### src/rtl/ifu_fetch.sv
// Instruction fetch stage: owns the PC, issues one imem read at a time and
// hands {inst, pc, fault} to the core over a valid/ready handshake.
module ifu_fetch #(
  parameter int unsigned          XLEN     = 32,
  parameter logic [XLEN-1:0]      RESET_PC = 32'h8000_0000
) (
  input  logic            clk,
  input  logic            rst,
  output logic            imem_req_valid,
  input  logic            imem_req_ready,
  output logic [XLEN-1:0] imem_req_addr,
  input  logic            imem_rsp_valid,
  input  logic [31:0]     imem_rsp_data,
  input  logic            imem_rsp_err,
  input  logic            redirect_valid,
  input  logic [XLEN-1:0] redirect_pc,
  output logic            inst_valid,
  input  logic            inst_ready,
  output logic [31:0]     inst,
  output logic [XLEN-1:0] pc,
  output logic            inst_fault
);

  typedef enum logic [1:0] {
    S_REQ,
    S_WAIT,
    S_OUT
  } state_t;

  state_t          state, state_nxt;
  logic [XLEN-1:0] fetch_pc, fetch_pc_nxt;
  logic            drop, drop_nxt;
  logic            latch_rsp;
  logic            req_fire;
  logic [XLEN-1:0] redirect_aligned;

  assign redirect_aligned = redirect_pc & ~XLEN'(3);
  assign req_fire         = imem_req_valid & imem_req_ready;
  assign imem_req_addr    = fetch_pc;

  always_ff @(posedge clk or negedge rst) begin
    if (!rst) state <= S_REQ;
    else      state <= state_nxt;
  end

  // Redirect takes priority in every state; a redirect that races an
  // in-flight request marks exactly one response for discard via drop.
  always_comb begin
    state_nxt    = state;
    fetch_pc_nxt = fetch_pc;
    drop_nxt     = drop;
    latch_rsp    = 1'b0;
    case (state)
      S_REQ: begin
        if (redirect_valid) fetch_pc_nxt = redirect_aligned;
        if (req_fire) begin
          state_nxt = S_WAIT;
          drop_nxt  = redirect_valid;
        end
      end
      S_WAIT: begin
        if (redirect_valid) begin
          fetch_pc_nxt = redirect_aligned;
          if (imem_rsp_valid) begin
            state_nxt = S_REQ;
            drop_nxt  = 1'b0;
          end else begin
            drop_nxt  = 1'b1;
          end
        end else if (imem_rsp_valid) begin
          if (drop) begin
            drop_nxt  = 1'b0;
            state_nxt = S_REQ;
          end else begin
            latch_rsp = 1'b1;
            state_nxt = S_OUT;
          end
        end
      end
      S_OUT: begin
        if (redirect_valid) begin
          fetch_pc_nxt = redirect_aligned;
          state_nxt    = S_REQ;
        end else if (inst_ready) begin
          fetch_pc_nxt = pc + XLEN'(4);
          state_nxt    = S_REQ;
        end
      end
      default: state_nxt = S_REQ;
    endcase
  end

  always_comb begin
    inst_valid = (state == S_OUT);
  end

  // Request valid is registered so it stays low for the first cycle after
  // reset release even though the state is already REQ.
  always_ff @(posedge clk or negedge rst) begin
    if (!rst) begin
      fetch_pc       <= RESET_PC;
      drop           <= 1'b0;
      imem_req_valid <= 1'b0;
      inst           <= '0;
      pc             <= RESET_PC;
      inst_fault     <= 1'b0;
    end else begin
      fetch_pc       <= fetch_pc_nxt;
      drop           <= drop_nxt;
      imem_req_valid <= (state_nxt == S_REQ);
      if (latch_rsp) begin
        inst       <= imem_rsp_err ? '0 : imem_rsp_data;
        pc         <= fetch_pc;
        inst_fault <= imem_rsp_err;
      end
    end
  end

endmodule

### config.mk
export PLATFORM = sky130hd
export DESIGN_NAME = ifu_fetch
export DESIGN_NICKNAME = d
export VERILOG_FILES = /design/src/rtl/ifu_fetch.sv
export SDC_FILE = /design/constraint.sdc
export NUM_CORES = 1
export LEC_CHECK = 0
export CAP_MARGIN = 20
export CORE_MARGIN = 3
export CORE_UTILIZATION = 42
export DETAILED_ROUTE_END_ITERATION = 16
export PLACE_DENSITY_LB_ADDON = 0.15
export SETUP_SLACK_MARGIN = 0.2
export SYNTH_ARGS = -nofsm -noshare
export SYNTH_HDL_FRONTEND = slang
export SYNTH_SLANG_ARGS = --single-unit
export TNS_END_PERCENT = 100
### constraint.sdc
create_clock -name clk -period 2.4 [get_ports clk]
set_input_delay 0.48 -clock clk [delete_from_list [all_inputs] [get_ports clk]]
set_output_delay 0.48 -clock clk [all_outputs]
set_load 0.05 [all_outputs]
* After elaboration in Yosys (flattened, before gate mapping)
Index checks and enable logic that the tools add are counted.
** Word-level totals
- Bits in registers :: 101
- Output and inout port bits :: 99
** Operators by class
- Add/sub/neg operators :: 1
- Eq/ne operators :: 6
- Mux-type cells :: 22
- Bitwise logic cells :: 1
- Reductions and logical operators :: 7
** Operators by type and width (number)
- 32-bit two-way mux :: 4
- 32-bit one-hot mux with 2 select lines :: 1
- 32-bit by 3-bit adder with 32-bit output (second input constant) :: 1
- 2-bit two-way mux :: 7
- 1-bit two-way mux :: 8
- 2-bit one-hot mux with 3 select lines :: 1
- 3-bit AND reduction :: 2
- 2-bit zero test :: 2
- 2-bit nonzero test :: 2
- 3-bit by 2-bit != test with 1-bit output (second input constant) :: 1
- 3-bit != test (second input constant) :: 1
- 2-bit by 1-bit equality test with 1-bit output (second input constant) :: 1
- 2-bit equality test (second input constant) :: 1
- 2-bit by 1-bit != test with 1-bit output (second input constant) :: 1
- 2-bit != test (second input constant) :: 1
- 1-bit one-hot mux with 2 select lines :: 1
- 2-bit OR reduction :: 1
- 1-bit bitwise AND :: 1

* Longest topological paths before layout
Gate-level depths: netlist of the first run.
- Word-level depth :: 5
- Gate-level depth with buffers :: 8
- Depth with buffers taken out :: 6

* Least setup slack after synthesis of the first run
Ideal clock, no wire load.
- Path type :: reg2reg
- From :: register state[1]
- To :: register fetch_pc[24], in the netlist imem_req_addr[24]
- Arrival time :: 1.891 ns
- Data required time :: 2.265 ns
- Setup slack :: 0.375 ns
- Cell stages (with the launch flop) :: 8
- Path buffers :: 3
- Cell sequence :: dfrtp_1 > buf_6 > nor2b_1 > nand2b_1 > clkbuf_1 > clkbuf_1 > a21oi_1 > o22ai_1
** RTL lines
- start, declared :: RTL line 30 : state_t state, state_nxt;
- start signal, assigned :: RTL line 43 : else state <= state_nxt;
- 2-bit equality test (*)
- named net inst_valid :: RTL line 17 : output logic inst_valid,
- 3-bit by 2-bit != test with 1-bit output (no source line) or 2-bit nonzero test (tied branches)
- 3-bit AND reduction (no source line)
- end signal, assigned :: RTL line 108 : fetch_pc <= fetch_pc_nxt;
- end, declared :: RTL line 31 : logic [XLEN-1:0] fetch_pc, fetch_pc_nxt;
Mark *: on every way through the listed nets, which the timed path passes. The rest lies on a longest branch.
A chain may end at the register's enable or synchronous reset.

* Worst setup path in the final report of the first run
- From :: register fetch_pc[31], in the netlist imem_req_addr[31]
- To :: output port imem_req_addr[31]
** RTL lines
- end, declared :: RTL line 11 : output logic [XLEN-1:0] imem_req_addr,
No word-level cell between the ends.

==> results.md, run 1 <==
* Asr flop ratio synth at 100%
* Post-synth EDFFs at 0
* CP max stage cell: clkdlybuf4s50_1
* Share of layout cells above drive strength 1 at 11.8%
* Layout area overhead at 46.3%
* I/O pins at 170
* Reg2reg setup slack at about 0.44 ns
* Cell Pwr Density at between 1000 and 1500 nW/um^2
* Tot Pwr at approximately 9.5 mW
* Detailed Route WL at between 10 and 15 mm
* DR vias/cell at 5.13
* Initial Util at 43.6%
* Initial antenna violation count at 0
* Max Fclk at roughly 0.46 GHz
* Yosys reg bits at 101
* Post-CTS setup buffers at 0
* Tmin final at 2.16 ns
* Post-DP Area at 6670 um^2
* Hold Fails Final Rpt at 0
* H-tree depth at 3
* DIE AREA at approximately 13000 um^2
* Top-count cell post-synth: dfrtp_1
* Rel. slew slack at a little under two thirds
* Worst Tran Pin Value at 0.548 ns
* Area of the core at 11000 um^2
* Critical Path Max Stage Delay at 0.80 ns
* Status: finished, final reports clean
* Prevailing post-synth register cell: dfrtp_1
* Post-CTS sizing at 4
* Startpoint class of the critical path: register
* Leak at about 3.0 nW
* Post-layout util at 63.8%
* Worst vdd ir at 0.823 mV
* Final Skew at 0.00717 ns
* Total GRT Usage at 20.3%
* Cell row count at 38
* WP data required at approximately 1.9 ns
* Setup WS post-layout at between 0.2 and 0.25 ns
* Pre-antenna DRT Iters at 4
* Antenna cells at 0
* Arrival time worst endpoint at approximately 1.7 ns
* Largest net degree at the start of global routing at 84
* WP buf/inv at 1
* Critical path class: reg -> out
* # DRC at 0
* Post-Syn Area at 4810 um^2
* Crit-path leading delay family: buffers and inverters
* Vias in the first global route at 3986
* Max Slew Vio Count at 0
* Antenna viol nets, final at 0
* Count of different cell masters after synthesis at 42
* Via Count at 3985
* Chip width at 113 um
* Post-synth top cells: dfrtp_1 (99), nand2_1 (64), o21ai_0 (51), nand2b_1 (33), nor2_1 (33)
* Period Utilization, post-route at 90.1%
* TritonCTS Buffers at 9
* Wire length per cell at approximately 17 um
* Highest net fanout along the worst path at 3
* Placed Cells at 761
* Seq/Total Area, Yosys at 52.6%
* RSZ-0062 raised after global routing: false
* IO buf count at roughly 170
* Setup tns final at 0 ns
* Area leader, netlist: dfrtp_1
* CTS root buffer: clkbuf_16
* DR iter-0 viols at 212
* CTS Buffer Depth at 2
* Post-synthesis average cell area at 10.3 um^2
* GRT overflow at 0
* Dpl ws at 0.243 ns
* Clock transition at path regs at approximately 0.070 ns
* Post-DP HPWL at between 9 and 10 mm
* Setup crit end kind: output port
* Area contributors post-synth: dfrtp_1 (52%), o21ai_0 (5.3%), nand2_1 (5.0%), nand2b_1 (4.3%), mux2_2 (4.2%)
* Nets at 704
* Sink Count at 101
* Layout Cells excl Fill at around 800
* Synth top area share at between 50% and 60%
* Crit path cell chain: clkdlybuf4s50_1
* Final Setup Violations at 0
* Hold Slack at 0.0762 ns
* Max_cap viols at 0
* Worst-Skew Late Latency at roughly 0.34 ns
* Final non-filler cell area at 7030 um^2
* Syn Nets at 538
* Synth warn at 0
* Mapped Cells at 466
* Worst hold path class: in -> async
* First-pass GRT wire length at 21.0 mm
* Die H at 113 um
* GPL Wtd Cong at ~0.82
* CTS tree: done
* Cts hold-fix bufs at 0
[logic make-up (layout without fill, tap and decap cells)]
kind of cell    Yosys count  count (layout)  synth area share, %
flops                   101             101                 52.6
compound gates           96              96                 10.9
fa+ha+maj                 1               1                0.260
simple gates            178             178                 19.5
mux                      34              34                 8.75
buf+inv                  30             201                 3.25
xor+xnor                 26              26                 4.74
[area by class of cell]
type | count | area (um^2)
clock buffer | 9 | 225
tap | 140 | 175
multi-input combinational | 335 | 2140
inverter | 2 | 7.51
clock inverter | 7 | 128
fill | 943 | 4000
sequential | 101 | 2530
timing repair buffer | 183 | 1830
[report_power, final]
part           internal, mW  switching, mW  total (mW)
clock                  1.04          0.657        1.69
combinational          1.70           3.07        4.76
sequential             2.33          0.676        3.01
[final timing paths]
| check | from | to | depth (start not counted) |
|---|---|---|---|
| max in group asynchronous | rst | imem_req_addr[31] | 2 |
| max | imem_req_addr[31] | imem_req_addr[31] | 1 |
| min | rst | inst[29] | 1 |
| min in group clk | inst[8] | inst[8] | 2 |
| min reg2reg | inst[8] | inst[8] | 2 |
| max reg2reg | pc[3] | imem_req_addr[20] | 6 |
[placed cells by master (no fill, tap or decap), types with 2 or more instances in the layout]
cell type	Yosys	final
a21o_1	2	2
a21oi_1	22	21
and3_1	3	3
and4_1	2	2
buf_12	0	3
buf_4	0	14
bufinv_16	0	3
clkbuf_16	0	9
clkdlybuf4s50_1	0	158
dfrtp_1	99	99
dfstp_2	2	2
dlygate4sd2_1	0	4
dlymetal6s2s_1	0	4
inv_1	2	2
inv_6	0	2
mux2_1	6	6
mux2_2	18	18
mux2_4	10	10
nand2_1	64	64
nand2b_1	33	33
nand3_1	14	14
nand4_1	9	9
nor2_1	33	33
nor2b_1	2	2
nor3_1	5	5
nor3_4	1	2
nor4_4	2	2
o211ai_1	2	2
o21ai_0	51	51
o22ai_1	14	14
xnor2_1	4	4
xor2_1	22	22
[flip-flops by register name, summed over array words and instances, names as in the netlist]
| name | flops |
|---|---|
| pc | 32 |
| drop | 1 |
| inst_fault | 1 |
| imem_req_addr | 32 |
| inst | 32 |
| imem_req_valid | 1 |
| state | 2 |
[per-layer routing]
| metal | GRT usage, % | part of all wire (%) | up-vias | wire (um) |
|---|---|---|---|---|
| met4 | 5.37 | 1.0 | 0 | 131 |
| met3 | 4.01 | 6.4 | 11 | 822 |
| met1 | 28.3 | 45 | 1903 | 5810 |
| met5 | 0 | 0 | - | 0 |
| met2 | 32.6 | 47 | 129 | 6080 |
| li1 | - | - | 1942 | - |
Power figures use the tool's default switching activity.
==> run 2: changes to the inputs <==
--- a/config.mk
+++ b/config.mk
@@ -6,8 +6,10 @@
 export NUM_CORES = 1
 export LEC_CHECK = 0
 export CAP_MARGIN = 20
+export CELL_PAD_IN_SITES_DETAIL_PLACEMENT = 1
+export CELL_PAD_IN_SITES_GLOBAL_PLACEMENT = 2
 export CORE_MARGIN = 3
-export CORE_UTILIZATION = 42
+export CORE_UTILIZATION = 29
 export DETAILED_ROUTE_END_ITERATION = 16
 export PLACE_DENSITY_LB_ADDON = 0.15
 export SETUP_SLACK_MARGIN = 0.2
==> run 2 against run 1 <==
Compared with the run above:
- global-route usage decreased by 3.2 points
- final cell count increased by 9.4%
- first-iteration DRC count decreased by 27%
- sequential share of layout area decreased by 0.058 points
- sequential cell count unchanged
- worst hold slack got worse by 0.043 ns
- wire length increased by 19%
- die area increased by 42%
- clock skew decreased by 0.0014 ns
- combinational power about the same
- largest power group unchanged
==> results.md, run 2 (same netlist as run 1, synthesis figures left out) <==
* Commonest non-fill, non-tap cells in the layout: clkdlybuf4s50_1 (151), dfrtp_1 (99), nand2_1 (64) (was clkdlybuf4s50_1 (158), dfrtp_1 (99), nand2_1 (64))
* Status: finished, final reports clean (unchanged)
* Arrival time worst endpoint at 1.65 ns (was 1.68 ns)
* Crit-path leading delay family: buffers and inverters (unchanged)
* Antenna viol nets, final at 0 (unchanged)
* Total GRT Usage at 17.1% (was 20.3%)
* CTS tree: done (unchanged)
* WP data required at 1.92 ns (about the same)
* RSZ-0062 raised after global routing: true (was false)
* Final Setup Violations at 0 (unchanged)
* Setup crit end kind: output port (unchanged)
* Crit path cell chain: clkdlybuf4s50_1 (unchanged)
* Layout area overhead at 46.5% (was 46.3%)
* Initial antenna violation count at 0 (unchanged)
* Cts hold-fix bufs at 0 (unchanged)
* Via Count at 4076 (was 3985)
* Worst hold path class: in -> async (unchanged)
* Critical Path Max Stage Delay at 0.86 ns (was 0.80 ns)
* WP buf/inv at 1 (unchanged)
* Die H at 135 um (was 113 um)
* Worst Tran Pin Value at 0.564 ns (was 0.548 ns)
* Clock transition at path regs at 0.07 ns (about the same)
* Vias in the first global route at 4422 (was 3986)
* CP max stage cell: clkdlybuf4s50_1 (unchanged)
* Post-layout util at 43.9% (was 63.8%)
* Cell Pwr Density at 1320 nW/um^2 (was 1350 nW/um^2)
* Largest net degree at the start of global routing at 83 (was 84)
* Final Skew at 0.00575 ns (was 0.00717 ns)
* Rel. slew slack at 62.3% (was 63.3%)
* Antenna cells at 0 (unchanged)
* Sink Count at 101 (unchanged)
* Tmin final at 2.13 ns (was 2.16 ns)
* Hold Fails Final Rpt at 0 (unchanged)
* Worst vdd ir at 0.812 mV (was 0.823 mV)
* Leak at 2.98 nW (was 3.02 nW)
* CTS root buffer: clkbuf_16 (unchanged)
* Worst-Skew Late Latency at 0.35 ns (was 0.34 ns)
* Critical path class: reg -> out (unchanged)
* Share of layout cells above drive strength 1 at 11.0% (was 11.8%)
* TritonCTS Buffers at 9 (unchanged)
* GRT overflow at 0 (unchanged)
* CTS Buffer Depth at 2 (unchanged)
* GPL Wtd Cong at 0.778 (was 0.821)
* DR vias/cell at 4.80 (was 5.13)
* Area of the core at 16100 um^2 (was 11000 um^2)
* H-tree depth at 3 (unchanged)
* DR iter-0 viols at 155 (was 212)
* Highest net fanout along the worst path at 4 (was 3)
* DIE AREA at 18200 um^2 (was 12800 um^2)
* Most common library cell in the layout ignoring fill and taps: clkdlybuf4s50_1 (unchanged)
* Final non-filler cell area at 7040 um^2 (was 7030 um^2)
* Placed Cells at 834 (was 761)
* Max_cap viols at 0 (unchanged)
* Max Fclk at 0.469 GHz (was 0.463 GHz)
* First-pass GRT wire length at 24.7 mm (was 21.0 mm)
* Chip width at 135 um (was 113 um)
* IO buf count at 167 (unchanged)
* Post-DP Area at 6750 um^2 (was 6670 um^2)
* Period Utilization, post-route at 88.8% (was 90.1%)
* Layout Cells excl Fill at 850 (was 777)
* Startpoint class of the critical path: register (unchanged)
* Initial Util at 29.9% (was 43.6%)
* Detailed Route WL at 15.2 mm (was 12.8 mm)
* Post-CTS setup buffers at 0 (unchanged)
* Pre-antenna DRT Iters at 4 (unchanged)
* # DRC at 0 (unchanged)
* Wire length per cell at 17.9 um (was 16.5 um)
* Cell row count at 46 (was 38)
* Nets at 701 (was 704)
* Setup tns final at 0 ns (unchanged)
* Post-DP HPWL at 10.8 mm (was 9.18 mm)
* Max Slew Vio Count at 0 (unchanged)
* I/O pins at 170 (unchanged)
## run 2: cell type report
cell class	instances	area (um^2)
Fill cell	1760	9010
Sequential cell	101	2530
Multi-Input combinational cell	335	2130
Timing Repair Buffer	180	1810
Tap cell	216	270
Clock buffer	12	246
Clock inverter	4	47.5
Inverter	2	7.51
## run 2: final timing paths
kind / start / to / slack, ns / cells after the start
worst max-delay path: pc[10] / pc[10] / 0.27 / 1
worst min-delay path: rst / imem_req_addr[4] / 0.03 / 1
worst max register to register: pc[2] / imem_req_addr[20] / 0.32 / 6
worst min register to register: inst[16] / inst[16] / 0.48 / 2
max in group asynchronous: rst / pc[24] / 1.68 / 2
min in group clk: inst[16] / inst[16] / 0.48 / 2
## run 2: timing repair
item | CTS | global route
hold endpoints to repair | 0 | 0
resized for setup | 11 | 4
cloned | 0 | 0
endpoints found under the setup margin | 11 | 7
## run 2: metal layers
metal | vias up | share of wire [%] | GRT usage (%)
met1 | 2025 | 45 | 22.8
li1 | 1930 | - | -
met5 | - | 0 | 0
met2 | 109 | 48 | 27.4
met4 | 0 | 1.3 | 4.92
met3 | 12 | 5.7 | 4.55
## run 2: through the flow
stage          hold slack (ns)  total power, mW  setup slack [ns]
5_1_grt                 0.0427             9.78             0.181
4_1_cts                 0.0383             9.41             0.216
3_5_place_dp             0.417             7.93             0.220
6_report                0.0333             9.27             0.268
2_1_floorplan            0.184             6.07             0.375
3_3_place_gp             0.409             7.83             0.244
## run 2: where the power goes
part	switching, mW	internal, mW	leakage, nW	total (mW)
clock	0.649	0.835	0.143	1.48
combinational	3.11	1.65	1.59	4.76
sequential	0.690	2.33	1.24	3.02
==> run 3: changes to the inputs <==
--- a/config.mk
+++ b/config.mk
@@ -10,6 +10,7 @@
 export CELL_PAD_IN_SITES_GLOBAL_PLACEMENT = 2
 export CORE_MARGIN = 3
 export CORE_UTILIZATION = 29
+export CTS_BUF_LIST = sky130_fd_sc_hd__clkbuf_16
 export DETAILED_ROUTE_END_ITERATION = 16
 export PLACE_DENSITY_LB_ADDON = 0.15
 export SETUP_SLACK_MARGIN = 0.2
==> run 3 against run 2 <==
Compared with the run above:
- register-to-register slack barely moved
- sequential power is essentially flat
- power shrank 0.47%
- maximum frequency about the same
- final cell count is the same
- sequential share of layout area rose by 0.051 points
- via count did not move
- wire length is essentially flat
- critical path type unchanged
==> results.md, run 3 (same netlist as run 1, synthesis figures left out) <==
* Status: finished, final reports clean (unchanged)
* Chip width at 135 um (unchanged)
* Reg2reg end: imem_req_addr[20] (unchanged)
* Via Count at 4076 (unchanged)
* Crit-path leading delay family: buffers and inverters (unchanged)
* Rel. slew slack at 62.3% (unchanged)
* DIE AREA at 18200 um^2 (unchanged)
* Setup crit end kind: output port (unchanged)
* CTS Buffer Depth at 2 (unchanged)
* CTS tree: done (unchanged)
* Startpoint class of the critical path: register (unchanged)
* TritonCTS Buffers at 9 (unchanged)
* GPL Wtd Cong at 0.778 (unchanged)
* Crit path cell chain: clkdlybuf4s50_1 (unchanged)
* Initial Util at 29.9% (unchanged)
* Post-DP Area at 6750 um^2 (unchanged)
* Hold Fails Final Rpt at 0 (unchanged)
* Antenna viol nets, final at 0 (unchanged)
* Initial antenna violation count at 0 (unchanged)
* Sink Count at 101 (unchanged)
* GRT overflow at 0 (unchanged)
* Worst Tran Pin Value at 0.564 ns (unchanged)
* Reg2reg setup slack at 0.32 ns (about the same)
* Detailed Route WL at 15.2 mm (about the same)
* Most common library cell in the layout ignoring fill and taps: clkdlybuf4s50_1 (unchanged)
* WP buf/inv at 1 (unchanged)
* R2r startpoint: pc[2] (unchanged)
* Largest net degree at the start of global routing at 83 (unchanged)
* DR iter-0 viols at 153 (was 155)
* Cell Pwr Density at 1310 nW/um^2 (was 1320 nW/um^2)
* I/O pins at 170 (unchanged)
* Setup tns final at 0 ns (unchanged)
* Share of layout cells above drive strength 1 at 10.9% (was 11.0%)
* Max Fclk at 0.469 GHz (about the same)
* Layout area overhead at 46.3% (was 46.5%)
* Commonest non-fill, non-tap cells in the layout: clkdlybuf4s50_1 (151), dfrtp_1 (99), nand2_1 (64) (unchanged)
* Period Utilization, post-route at 88.8% (about the same)
* IO buf count at 167 (unchanged)
* CP max stage cell: clkdlybuf4s50_1 (unchanged)
* Final non-filler cell area at 7030 um^2 (was 7040 um^2)
* Final Setup Violations at 0 (unchanged)
* Max Slew Vio Count at 0 (unchanged)
* Nets at 701 (unchanged)
* Highest net fanout along the worst path at 4 (unchanged)
* Vias in the first global route at 4422 (unchanged)
* WP data required at 1.92 ns (about the same)
* Tmin final at 2.13 ns (about the same)
* Leak at 2.98 nW (about the same)
* Arrival time worst endpoint at 1.65 ns (about the same)
* Area of the core at 16100 um^2 (unchanged)
* Critical Path Max Stage Delay at 0.86 ns (about the same)
* Worst hold path class: in -> async (unchanged)
* Critical path class: reg -> out (unchanged)
* Max_cap viols at 0 (unchanged)
* Worst-Skew Late Latency at 0.35 ns (about the same)
* Worst vdd ir at 0.812 mV (about the same)
* DR vias/cell at 4.80 (unchanged)
* Final Skew at 0.00574 ns (was 0.00575 ns)
* CTS root buffer: clkbuf_16 (unchanged)
* Total GRT Usage at 17.1% (unchanged)
* Post-DP HPWL at 10.8 mm (unchanged)
* # DRC at 0 (unchanged)
* Pre-antenna DRT Iters at 4 (unchanged)
* Depth of the worst register-to-register path at 6 (unchanged)
* Cell row count at 46 (unchanged)
* Clock transition at path regs at 0.07 ns (about the same)
* First-pass GRT wire length at 24.7 mm (unchanged)
* H-tree depth at 3 (unchanged)
* Die H at 135 um (unchanged)
* Antenna cells at 0 (unchanged)
* Wire length per cell at 17.9 um (about the same)
* RSZ-0062 raised after global routing: true (unchanged)
[run 3: cell count changes in the layout (fill, tap and decap cells not counted)]
cell and change:
clkbuf_1 -2, clkbuf_8 -1, clkinv_1 +1, inv_1 +2
[run 3: repair_timing]
| action | in CTS | in global routing |
|---|---|---|
| resized for setup | 11 | 4 |
| setup endpoints to repair | 11 | 7 |
| setup buffers | 0 | 0 |
| gates cloned | 0 | 0 |
| hold buffers | 0 | 0 |
[run 3: metrics by stage]
| stage | total power [mW] | utilization, % | setup slack, ns | instances | hold WS, ns |
|---|---|---|---|---|---|
| final | 9.23 | 43.8 | 0.269 | 850 | 0.0335 |
| after global routing | 9.74 | 43.8 | 0.180 | 850 | 0.0427 |
| after CTS | 9.37 | 43.7 | 0.216 | 850 | 0.0381 |
| after detailed placement | 7.93 | 42.1 | 0.220 | 834 | 0.417 |
| after global placement | 7.83 | 42.1 | 0.244 | 834 | 0.409 |
| after floorplan | 6.07 | - | 0.375 | 466 | 0.184 |
[run 3: worst max-delay path by stage]
| stage | start | endpoint | slack, ns | cells past startpoint |
|---|---|---|---|---|
| after detailed placement | redirect_valid | pc[7] | 0.22 | 4 |
| after global placement | redirect_valid | pc[8] | 0.24 | 4 |
| final | pc[10] | pc[10] | 0.27 | 1 |
| after global routing | pc[2] | imem_req_addr[20] | 0.18 | 6 |
| after floorplan | state[1] | imem_req_addr[24] | 0.37 | 7 |
| after CTS | pc[6] | pc[6] | 0.22 | 1 |
[run 3: report_power, final]
group | internal (mW) | switching (mW) | total (mW) | leakage, nW
Combinational | 1.65 | 3.11 | 4.76 | 1.59
Clock | 0.795 | 0.646 | 1.44 | 0.145
Sequential | 2.33 | 0.690 | 3.02 | 1.24
[run 3: worst reg2reg max path: stages, from the launching register on]
cell and delay [ns]:
dfrtp_1 0.44, ha_1 0.27, nand4_1 0.32, nor3_2 0.48
nand4_1 0.18, xor2_1 0.17, o22ai_1 0.15
[run 3: final cells by class]
cell class	instances	area [um^2]
inverter	2	7.51
fill	1762	9020
timing repair buffer	180	1810
sequential	101	2530
clock buffer	9	225
multi-input combinational	335	2130
clock inverter	7	58.8
tap	216	270
[run 3: routing by layer]
metal	global-route usage, %	vias up	wire [um]
li1	-	1930	-
met1	22.8	2025	6910
met2	27.4	109	7260
met3	4.55	12	873
met4	4.92	0	195
met5	0	-	0
